[config.mk]
export PLATFORM = sky130hd
export DESIGN_NAME = m_fetch_stage
export DESIGN_NICKNAME = d
export VERILOG_FILES = /design/src/rtl/m_fetch_stage_pkg.sv /design/src/rtl/m_fetch_stage_ifid_reg.sv /design/src/rtl/m_fetch_stage.sv
export SDC_FILE = /design/constraint.sdc
export NUM_CORES = 1
export LEC_CHECK = 0
export BUFFER_PORTS_ARGS = -buffer_cell sky130_fd_sc_hd__buf_2
export CAP_MARGIN = 20
export CORE_ASPECT_RATIO = 1.4
export CORE_MARGIN = 5
export CORE_UTILIZATION = 42
export CTS_BUF_LIST = sky130_fd_sc_hd__clkbuf_16
export DETAILED_ROUTE_END_ITERATION = 10
export GPL_TIMING_DRIVEN = 0
export MAX_ROUTING_LAYER = met4
export RECOVER_POWER = 50
export SYNTH_ARGS = -nofsm -noshare
export SYNTH_HDL_FRONTEND = slang
export SYNTH_SLANG_ARGS = --single-unit
export TNS_END_PERCENT = 30
[constraint.sdc]
create_clock -name clk -period 3.2 [get_ports clk]
set_clock_uncertainty 0.2 [all_clocks]
set_input_delay 0.48 -clock clk [delete_from_list [all_inputs] [get_ports clk]]
set_output_delay 0.48 -clock clk [all_outputs]
set_load 0.005 [all_outputs]
[src/rtl/m_fetch_stage_pkg.sv]
// Shared pipeline definitions for the fetch stage: FSM encoding, NOP word
// and the sequential PC increment.
package m_fetch_stage_pkg;

    localparam int XLEN = 32;

    // Fetch FSM encoding
    typedef enum logic [1:0] {
        FETCH    = 2'd0,
        BUFFERED = 2'd1,
        DROP     = 2'd2
    } fetch_state_e;

    // A bubble in IF/ID carries this instruction word
    localparam logic [XLEN-1:0] NOP_INSTR = 32'h0000_0000;

    // Sequential fetch step in bytes
    localparam logic [XLEN-1:0] PC_INCR = 32'd4;

    // Next sequential PC; wraps modulo 2^32
    function automatic logic [XLEN-1:0] pc_next_seq(input logic [XLEN-1:0] pc);
        return pc + PC_INCR;
    endfunction

endpackage

[src/rtl/m_fetch_stage_ifid_reg.sv]
// IF/ID pipeline register: loads a new instruction when enabled, loads a
// bubble when enabled and cleared, and holds its contents when disabled.
module m_ifid_reg
    import m_fetch_stage_pkg::*;
(
    input  logic            clk,
    input  logic            reset,
    input  logic            en,
    input  logic            clr,
    input  logic [XLEN-1:0] instr_i,
    input  logic [XLEN-1:0] pcplus4_i,
    output logic [XLEN-1:0] instr_o,
    output logic [XLEN-1:0] pcplus4_o,
    output logic            valid_o
);

    logic [XLEN-1:0] instr_q, instr_d;
    logic [XLEN-1:0] pcplus4_q, pcplus4_d;
    logic            valid_q, valid_d;

    // Select hold, bubble or new instruction for the next cycle
    always_comb begin
        instr_d   = instr_q;
        pcplus4_d = pcplus4_q;
        valid_d   = valid_q;
        if (en) begin
            if (clr) begin
                instr_d   = NOP_INSTR;
                pcplus4_d = '0;
                valid_d   = 1'b0;
            end else begin
                instr_d   = instr_i;
                pcplus4_d = pcplus4_i;
                valid_d   = 1'b1;
            end
        end
    end

    // Register update; reset leaves a bubble in the stage
    always_ff @(posedge clk) begin
        if (reset) begin
            instr_q   <= NOP_INSTR;
            pcplus4_q <= '0;
            valid_q   <= 1'b0;
        end else begin
            instr_q   <= instr_d;
            pcplus4_q <= pcplus4_d;
            valid_q   <= valid_d;
        end
    end

    assign instr_o   = instr_q;
    assign pcplus4_o = pcplus4_q;
    assign valid_o   = valid_q;

endmodule

[src/rtl/m_fetch_stage.sv]
// Instruction fetch stage: owns the PC and a three-state fetch FSM that
// talks to a variable-latency instruction memory. A one-entry buffer keeps
// a response that arrives while the front end is stalled; a pending
// register remembers a redirect target while an old request is drained.
module m_fetch_stage
    import m_fetch_stage_pkg::*;
#(
    parameter logic [31:0] RESET_PC = 32'h0000_0000
) (
    input  logic        clk,
    input  logic        reset,
    input  logic        stallF,
    input  logic        stallD,
    input  logic        pcsrcD,
    input  logic [31:0] pcbranchD,
    input  logic        jumpD,
    input  logic [31:0] pcjumpD,
    output logic        imem_req,
    output logic [31:0] imem_addr,
    input  logic        imem_ready,
    input  logic [31:0] imem_rdata,
    output logic [31:0] instrD,
    output logic [31:0] pcplus4D,
    output logic        validD
);

    fetch_state_e state_q, state_d;
    logic [31:0]  pc_q, pc_d;
    logic [31:0]  pend_q, pend_d;
    logic [31:0]  buf_instr_q, buf_instr_d;
    logic [31:0]  buf_pcplus4_q, buf_pcplus4_d;

    logic         redirect;
    logic [31:0]  target;
    logic [31:0]  pc_plus4;
    logic         deliver;
    logic [31:0]  deliver_instr;
    logic [31:0]  deliver_pcplus4;
    logic         bubble;

    // Redirect decode: a stalled decode stage cannot redirect; jump wins over branch
    always_comb begin
        redirect = (pcsrcD | jumpD) & ~stallD;
        target   = jumpD ? pcjumpD : pcbranchD;
        pc_plus4 = pc_next_seq(pc_q);
    end

    // No request while a response is parked in the buffer or during reset
    assign imem_req  = ~reset & (state_q != BUFFERED);
    assign imem_addr = pc_q;

    // Next-state, PC, buffer and pending-target logic
    always_comb begin
        state_d         = state_q;
        pc_d            = pc_q;
        pend_d          = pend_q;
        buf_instr_d     = buf_instr_q;
        buf_pcplus4_d   = buf_pcplus4_q;
        deliver         = 1'b0;
        deliver_instr   = NOP_INSTR;
        deliver_pcplus4 = '0;
        unique case (state_q)
            FETCH: begin
                if (redirect) begin
                    if (imem_ready) begin
                        pc_d = target;
                    end else begin
                        pend_d  = target;
                        state_d = DROP;
                    end
                end else if (imem_ready) begin
                    // A decode stall also parks the word so it is never lost
                    if (stallF | stallD) begin
                        buf_instr_d   = imem_rdata;
                        buf_pcplus4_d = pc_plus4;
                        state_d       = BUFFERED;
                    end else begin
                        pc_d            = pc_plus4;
                        deliver         = 1'b1;
                        deliver_instr   = imem_rdata;
                        deliver_pcplus4 = pc_plus4;
                    end
                end
            end
            BUFFERED: begin
                if (redirect) begin
                    pc_d          = target;
                    buf_instr_d   = '0;
                    buf_pcplus4_d = '0;
                    state_d       = FETCH;
                end else if (~stallF & ~stallD) begin
                    deliver         = 1'b1;
                    deliver_instr   = buf_instr_q;
                    deliver_pcplus4 = buf_pcplus4_q;
                    pc_d            = pc_plus4;
                    buf_instr_d     = '0;
                    buf_pcplus4_d   = '0;
                    state_d         = FETCH;
                end
            end
            DROP: begin
                // The outstanding response is thrown away; the latest target wins
                if (imem_ready) begin
                    pc_d    = redirect ? target : pend_q;
                    pend_d  = '0;
                    state_d = FETCH;
                end else if (redirect) begin
                    pend_d = target;
                end
            end
            default: begin
                state_d = FETCH;
            end
        endcase
    end

    // Fetch state registers; reset abandons any parked or pending data
    always_ff @(posedge clk) begin
        if (reset) begin
            state_q       <= FETCH;
            pc_q          <= RESET_PC;
            pend_q        <= '0;
            buf_instr_q   <= '0;
            buf_pcplus4_q <= '0;
        end else begin
            state_q       <= state_d;
            pc_q          <= pc_d;
            pend_q        <= pend_d;
            buf_instr_q   <= buf_instr_d;
            buf_pcplus4_q <= buf_pcplus4_d;
        end
    end

    // Memory wait states and redirects both appear to decode as NOPs
    assign bubble = redirect | ~deliver;

    m_ifid_reg u_ifid (
        .clk       (clk),
        .reset     (reset),
        .en        (~stallD),
        .clr       (bubble),
        .instr_i   (deliver_instr),
        .pcplus4_i (deliver_pcplus4),
        .instr_o   (instrD),
        .pcplus4_o (pcplus4D),
        .valid_o   (validD)
    );

endmodule

==> results.json, run 1 <==
{
  "fp.dieW_um": 134.7,
  "ios": 201,
  "die_h_um": 184.5,
  "fin_total_pwr_w": 0.005732,
  "clk_latency_ps": 450,
  "arrival_ps": 3170,
  "synth-seq-cells": 195,
  "viasPerCell": 5.880,
  "clkSlewWorstSetupHoldPaths_ps": 70,
  "crit_path_end_kind": "flip-flop",
  "vdd_drop_max_mv": 0.4042,
  "grt_pass1_vias": 9114,
  "syn_area_per_cell_um2": 7.983,
  "crit_path_max_fanout": 10,
  "syn_inst": 1145,
  "layout.nets": 1465,
  "start_util_pct": 42.27,
  "yosysUniqueCellTypes": 56,
  "min_path_type": "primary input to flip-flop",
  "cts-resized-gates": 0,
  "critPathTopFamily": "compound AO/OA/AOI/OAI gates",
  "synth-edff-count": 0,
  "maxSlewHeadroom_pct": 27.29,
  "antenna_found_initial": 0,
  "diodes": 0,
  "critPathMaxStageDelay_ps": 660,
  "path_cells": "clkbuf_1 -> nor3b_1 -> nor2_1 -> o21ai_0 -> clkbuf_1 -> nor2_1 -> a32o_1",
  "p_leak_nw": 4.024,
  "dp_hpwl_mm": 25.29,
  "crit_start": "jumpD",
  "gp_congestion": 0.9292,
  "grt_use_total_pct": 26.76,
  "ctsHtreeMaxLevel": 4,
  "final_antenna_net_count": 0,
  "holdBufCountCts": 0,
  "cp_slowest_cell": "o21ai_0",
  "ys.flop_type": "dfxtp_1",
  "hold_viol_final": 0,
  "min_period_ps": 3034,
  "cts.sinks": 195,
  "drc": 0,
  "overflow": 0,
  "seqPwrFrac_pct": 45.9,
  "cp.depth": 7,
  "grt_max_degree": 18,
  "dr_total_vias": 9632,
  "setup_ws_ps": 166.5,
  "cts_tree": "done",
  "drtIter0Drc": 827,
  "powerDensity_nw_per_um2": 521.0,
  "yosysWarnings": 0,
  "core-area_um2": 21620,
  "numPortBuffers": 197,
  "rr_startpoint": "imem_addr[4]",
  "syn-num-nets": 1249,
  "slew_viol_final": 0,
  "worstPathRequired_ps": 3330,
  "p_int_w": 0.004112,
  "critPathBufInv": 2,
  "hp-start": "imem_rdata[14]",
  "postCtsSetupBuffers": 0,
  "layout_common_cells": "dfxtp_1 (195), nor2_1 (164), clkbuf_1 (160)",
  "syn_area_um2": 9140,
  "setup_tns_ps": 0,
  "rr_worst_depth": 6,
  "drt-total-wl_mm": 33.14,
  "grt_pass1_wl_mm": 50.85,
  "grt_setup_unrepaired": "no",
  "start_kind": "primary input",
  "root_buffer": "clkbuf_16",
  "synth-async-reset-ratio_pct": 0,
  "cts_buffer_depth": 2,
  "p_sw_w": 0.001620,
  "final_common_cell": "dfxtp_1",
  "drtPass1Iterations": 7,
  "wire_per_inst_um": 20.23,
  "criticalPathCategory": "primary input to flip-flop",
  "clkPwrFrac_pct": 40.7,
  "die_area_um2": 24850,
  "swShare_pct": 28.26,
  "ys_seq_area_share_pct": 42.71,
  "core.rowCount": 64,
  "outcome": "finished, final reports clean",
  "power_frac_comb_pct": 13.4,
  "cap_violations": 0,
  "holdPathStages": 3,
  "finalSetupViolCount": 0,
  "max_freq_ghz": 0.3297,
  "tightestPinTransition_ps": 1081,
  "pre_cts_ws_ps": -187.3,
  "drive_above_1_share_pct": 12.88,
  "post-route-period-util_pct": 94.80,
  "area_delta_synth_final_pct": 20.37,
  "hold_ws_ps": 97.88,
  "cts_made_buffers": 17
}
-- final cells by class --
type                    instances  area [µm²]
multi-input cells             830        4776
clock buffers                  17       425.4
inverters                      13       48.80
well taps                     264       330.3
plain buffers                 107       409.1
repair buffers                197       907.1
clock inverters                15       201.4
flip-flops and latches        195        3904
fillers                      2231       10620
-- flip-flops by register name (all words and copies together) (netlist names) --
register,count
u_ifid.pcplus4_o,32
state_q,2
pend_q,32
buf_instr_q,32
buf_pcplus4_q,32
u_ifid.instr_o,32
u_ifid.valid_o,1
imem_addr,32
-- Yosys cell counts (2+ instances only) --
cell | count | share of area [%]
o31a_1 | 4 | 0.38
nor3b_1 | 3 | 0.25
o22ai_1 | 14 | 0.96
nand4_1 | 10 | 0.68
dfxtp_1 | 195 | 43
o32ai_1 | 7 | 0.67
a22oi_1 | 20 | 1.6
xnor2_1 | 16 | 1.5
or2_2 | 2 | 0.14
nand3_1 | 74 | 4.1
o21ai_0 | 82 | 4.5
a21oi_1 | 105 | 5.7
o21a_1 | 7 | 0.57
a31oi_1 | 10 | 0.68
inv_1 | 13 | 0.53
o21bai_1 | 2 | 0.16
o2bb2ai_1 | 15 | 1.4
a21bo_2 | 2 | 0.22
o221a_2 | 2 | 0.25
and4_1 | 5 | 0.48
a22o_1 | 7 | 0.67
buf_1 | 9 | 0.37
clkbuf_1 | 97 | 4.0
o31ai_1 | 4 | 0.33
xor2_1 | 7 | 0.67
or4_1 | 3 | 0.25
nand2_1 | 97 | 4.0
mux2i_1 | 35 | 3.8
a222oi_1 | 46 | 5.0
a32o_1 | 4 | 0.44
nor2_1 | 164 | 6.7
nand2b_1 | 3 | 0.21
and3_1 | 6 | 0.41
nor4_1 | 10 | 0.68
nor3_1 | 38 | 2.1
a211oi_1 | 7 | 0.57
-- metal layers --
layer  up-vias  wire length (µm)  global-route usage [%]
met4         0               930                   9.332
met2       421             16700                   46.92
met5         -                 0                       -
met3        59              2215                   4.178
met1      4519             13300                   30.98
li1       4633                 -                       -
-- worst register-to-register path, delay by kind of cell, from the launching register on --
kind,cells,cell delay (ps)
and+or+nand+nor,4,1870
AOI/OAI and AO/OA,1,160
DFF,1,480
buffers and inverters,1,160
-- worst paths after layout --
path	end	slack, ps
max	imem_addr[17]	170
max reg2reg	imem_addr[29]	250
min reg2reg	buf_pcplus4_q[19]	250
min	buf_instr_q[14]	100
-- cell families (layout without fill, tap and decap cells) --
group	Yosys count	after routing	share of synthesized area [%]
compound gates	349	349	25.31
xor+xnor	23	23	2.204
fa+ha+maj	1	1	0.1369
buf+inv	120	349	5.010
flops	195	195	42.71
mux	35	35	3.833
simple gates	422	422	20.79
-- power groups by stage --
stage	Sequential (W)	Clock (W)	Combinational [W]
final	0.00263	0.00234	0.000767
after global routing	0.00264	0.00244	0.000846
after CTS	0.00263	0.00235	0.000765
after detailed placement	0.00268	0	0.000761
after global placement	0.00268	0	0.000755
after floorplan	0.00266	0	0.000467
-- stage by stage --
step | cell area [µm²] | std cells | util [%]
after floorplan | 9140 | 1145 | -
after global placement | 10460 | 1606 | 48.36
after detailed placement | 10460 | 1606 | 48.36
after CTS | 11080 | 1638 | 51.26
after global routing | 11000 | 1638 | 50.89
final | 11000 | 1638 | 50.89
No activity file was read; power rests on OpenSTA's default activity.
==> inputs of run 2 (changes only) <==
--- a/config.mk
+++ b/config.mk
@@ -5,6 +5,7 @@
 export SDC_FILE = /design/constraint.sdc
 export NUM_CORES = 1
 export LEC_CHECK = 0
+export ABC_AREA = 1
 export BUFFER_PORTS_ARGS = -buffer_cell sky130_fd_sc_hd__buf_2
 export CAP_MARGIN = 20
 export CORE_ASPECT_RATIO = 1.4
==> constraint.sdc (replaced) <==
create_clock -name clk -period 3.6 [get_ports clk]
set_clock_uncertainty 0.2 [all_clocks]
set_input_delay 0.54 -clock clk [delete_from_list [all_inputs] [get_ports clk]]
set_output_delay 0.54 -clock clk [all_outputs]
set_load 0.005 [all_outputs]
==> results.json, run 2 <==
{
  "min_path_type": "primary input to flip-flop",
  "drc": 0,
  "rr_worst_depth": 9,
  "syn_inst": 1620,
  "postCtsSetupBuffers": 0,
  "yosysMostFrequentCell": "nand2_1",
  "syn_area_um2": 10140,
  "maxSlewHeadroom_pct": 38.19,
  "cts-resized-gates": 0,
  "holdBufCountCts": 0,
  "drive_above_1_share_pct": 11.61,
  "clkSlewWorstSetupHoldPaths_ps": 70,
  "layout.nets": 1943,
  "fin_area_um2": 11960,
  "grt_pass1_wl_mm": 54.45,
  "drtIter0Drc": 607,
  "core.rowCount": 67,
  "post-route-period-util_pct": 81.19,
  "layout_common_cells": "nand2_1 (574), inv_1 (200), dfxtp_1 (195)",
  "grt_setup_unrepaired": "no",
  "cts_made_buffers": 17,
  "ys.flop_type": "dfxtp_1",
  "criticalPathCategory": "primary input to output pin",
  "rr_startpoint": "state_q[0]",
  "hp-start": "imem_rdata[24]",
  "vdd_drop_max_mv": 0.3722,
  "yosysUniqueCellTypes": 32,
  "syn-num-nets": 1724,
  "diodes": 0,
  "die_h_um": 193.8,
  "drtPass1Iterations": 5,
  "crit_start": "reset",
  "overflow": 0,
  "worstPathRequired_ps": 2860,
  "tightestPinTransition_ps": 927.2,
  "viasPerCell": 4.982,
  "min_period_ps": 2923,
  "root_buffer": "clkbuf_16",
  "fill_cells": 2607,
  "crit_path_max_fanout": 10,
  "p_leak_nw": 5.843,
  "wire_per_inst_um": 16.40,
  "grt_use_total_pct": 25.93,
  "fin_cells": 2162,
  "outcome": "finished, final reports clean",
  "synth-edff-count": 0,
  "core-area_um2": 23890,
  "cap_violations": 0,
  "syn_area_per_cell_um2": 6.259,
  "numPortBuffers": 200,
  "synth-seq-cells": 195,
  "hold_viol_final": 0,
  "final_antenna_net_count": 0,
  "cts_buffer_depth": 2,
  "fin_total_pwr_w": 0.005302,
  "holdPathStages": 3,
  "grt_max_degree": 17,
  "yosysTopAreaCellShare_pct": 38.50,
  "synth-async-reset-ratio_pct": 0,
  "clk_latency_ps": 450,
  "powerDensity_nw_per_um2": 443.2,
  "fp.dieW_um": 141.3,
  "die_area_um2": 27390,
  "slew_viol_final": 0,
  "synthTopCellsByCount": "nand2_1 (573), inv_1 (197), dfxtp_1 (195), a21oi_1 (145), nand3_1 (104)",
  "arrival_ps": 2180,
  "max_freq_ghz": 0.3421,
  "multi_input_area_um2": 5054,
  "yosysTopAreaCell": "dfxtp_1",
  "drt-total-wl_mm": 35.45,
  "crit_path_end_kind": "output pin",
  "setup_tns_ps": 0,
  "ctsHtreeMaxLevel": 4,
  "cts_tree": "done",
  "start_util_pct": 42.44,
  "place_area_um2": 11530,
  "grt_pass1_vias": 10270,
  "ys_seq_area_share_pct": 38.50,
  "synth_area_leaders": "dfxtp_1 (38%), nand2_1 (21%), inv_1 (7.3%)",
  "ios": 201,
  "cts.sinks": 195,
  "dr_total_vias": 10770,
  "area_delta_synth_final_pct": 17.98,
  "dp.cells": 2130,
  "yosysWarnings": 0,
  "dp_hpwl_mm": 27.92,
  "register_area_um2": 3904,
  "finalSetupViolCount": 0,
  "antenna_found_initial": 0,
  "start_kind": "primary input",
  "gp_congestion": 0.9220,
  "final_common_cell": "nand2_1"
}
-- run 2: cell count changes after synthesis, moves of 46 or more --
cell,previous run,this run
a222oi_1,46,0
clkbuf_1,97,48
inv_1,13,197
nand2_1,97,573
nor2_1,164,87
o21ai_1,0,57
-- run 2: layer usage --
layer	global-route usage, %	part of all wire (%)	up-vias	wire length, µm
met5	-	0	-	0
met4	8.654	2.8	0	987
met3	4.713	5.6	51	1992
met2	47.36	52	288	18440
met1	27.91	40	4864	14040
li1	-	-	5569	-
-- run 2: cells by family (layout without fill, tap and decap cells) --
family	count (synthesis)	after routing	share of synthesized area, %
AND/OR/NAND/NOR	788	788	31.48
flip-flops	195	195	38.50
XOR/XNOR	6	6	0.5183
adder cells (fa/ha/maj)	1	1	0.1234
AO/OA/AOI/OAI	335	335	17.97
buffers and inverters	295	527	11.41
-- run 2: cell type report --
class                   count  share of cell area [%]
inverters                 206                   6.464
well taps                 310                   3.242
clock inverters            15                  0.9727
clock buffers              17                   3.556
flip-flops and latches    195                   32.63
repair buffers            200                   7.761
plain buffers              89                   3.127
multi-input cells        1130                   42.24
-- run 2: worst max-delay path, cell delays in order --
cell      delay, ps
clkbuf_1        170
clkbuf_1        730
clkbuf_1        450
nor2_1          140
buf_2           150
-- run 2: power by group --
| group | switching, W | total (W) | internal, W | leakage, nW |
|---|---|---|---|---|
| sequential | 0.000153 | 0.00247 | 0.00232 | 1.59 |
| clock | 0.000877 | 0.00182 | 0.000946 | 0.268 |
| combinational | 0.000675 | 0.00101 | 0.000334 | 3.99 |
| total | 0.00170 | 0.00530 | 0.00360 | 5.84 |
-- run 2: path summary, 6_finish.rpt --
check	endpoint	slack, ps
setup / recovery	imem_req	680
hold / removal	buf_instr_q[24]	140
setup reg to reg	buf_pcplus4_q[27]	970
hold reg to reg	buf_pcplus4_q[29]	260
-- run 2: stage by stage --
step	hold slack [ps]	worst slack, ps	util [%]
finish	144.1	677.2	50.07
floorplan	244.5	1698	-
CTS	132.1	797.2	50.52
global placement	251.6	762.4	48.25
detailed placement	255.1	799.7	48.25
global route	147.7	603.2	50.07
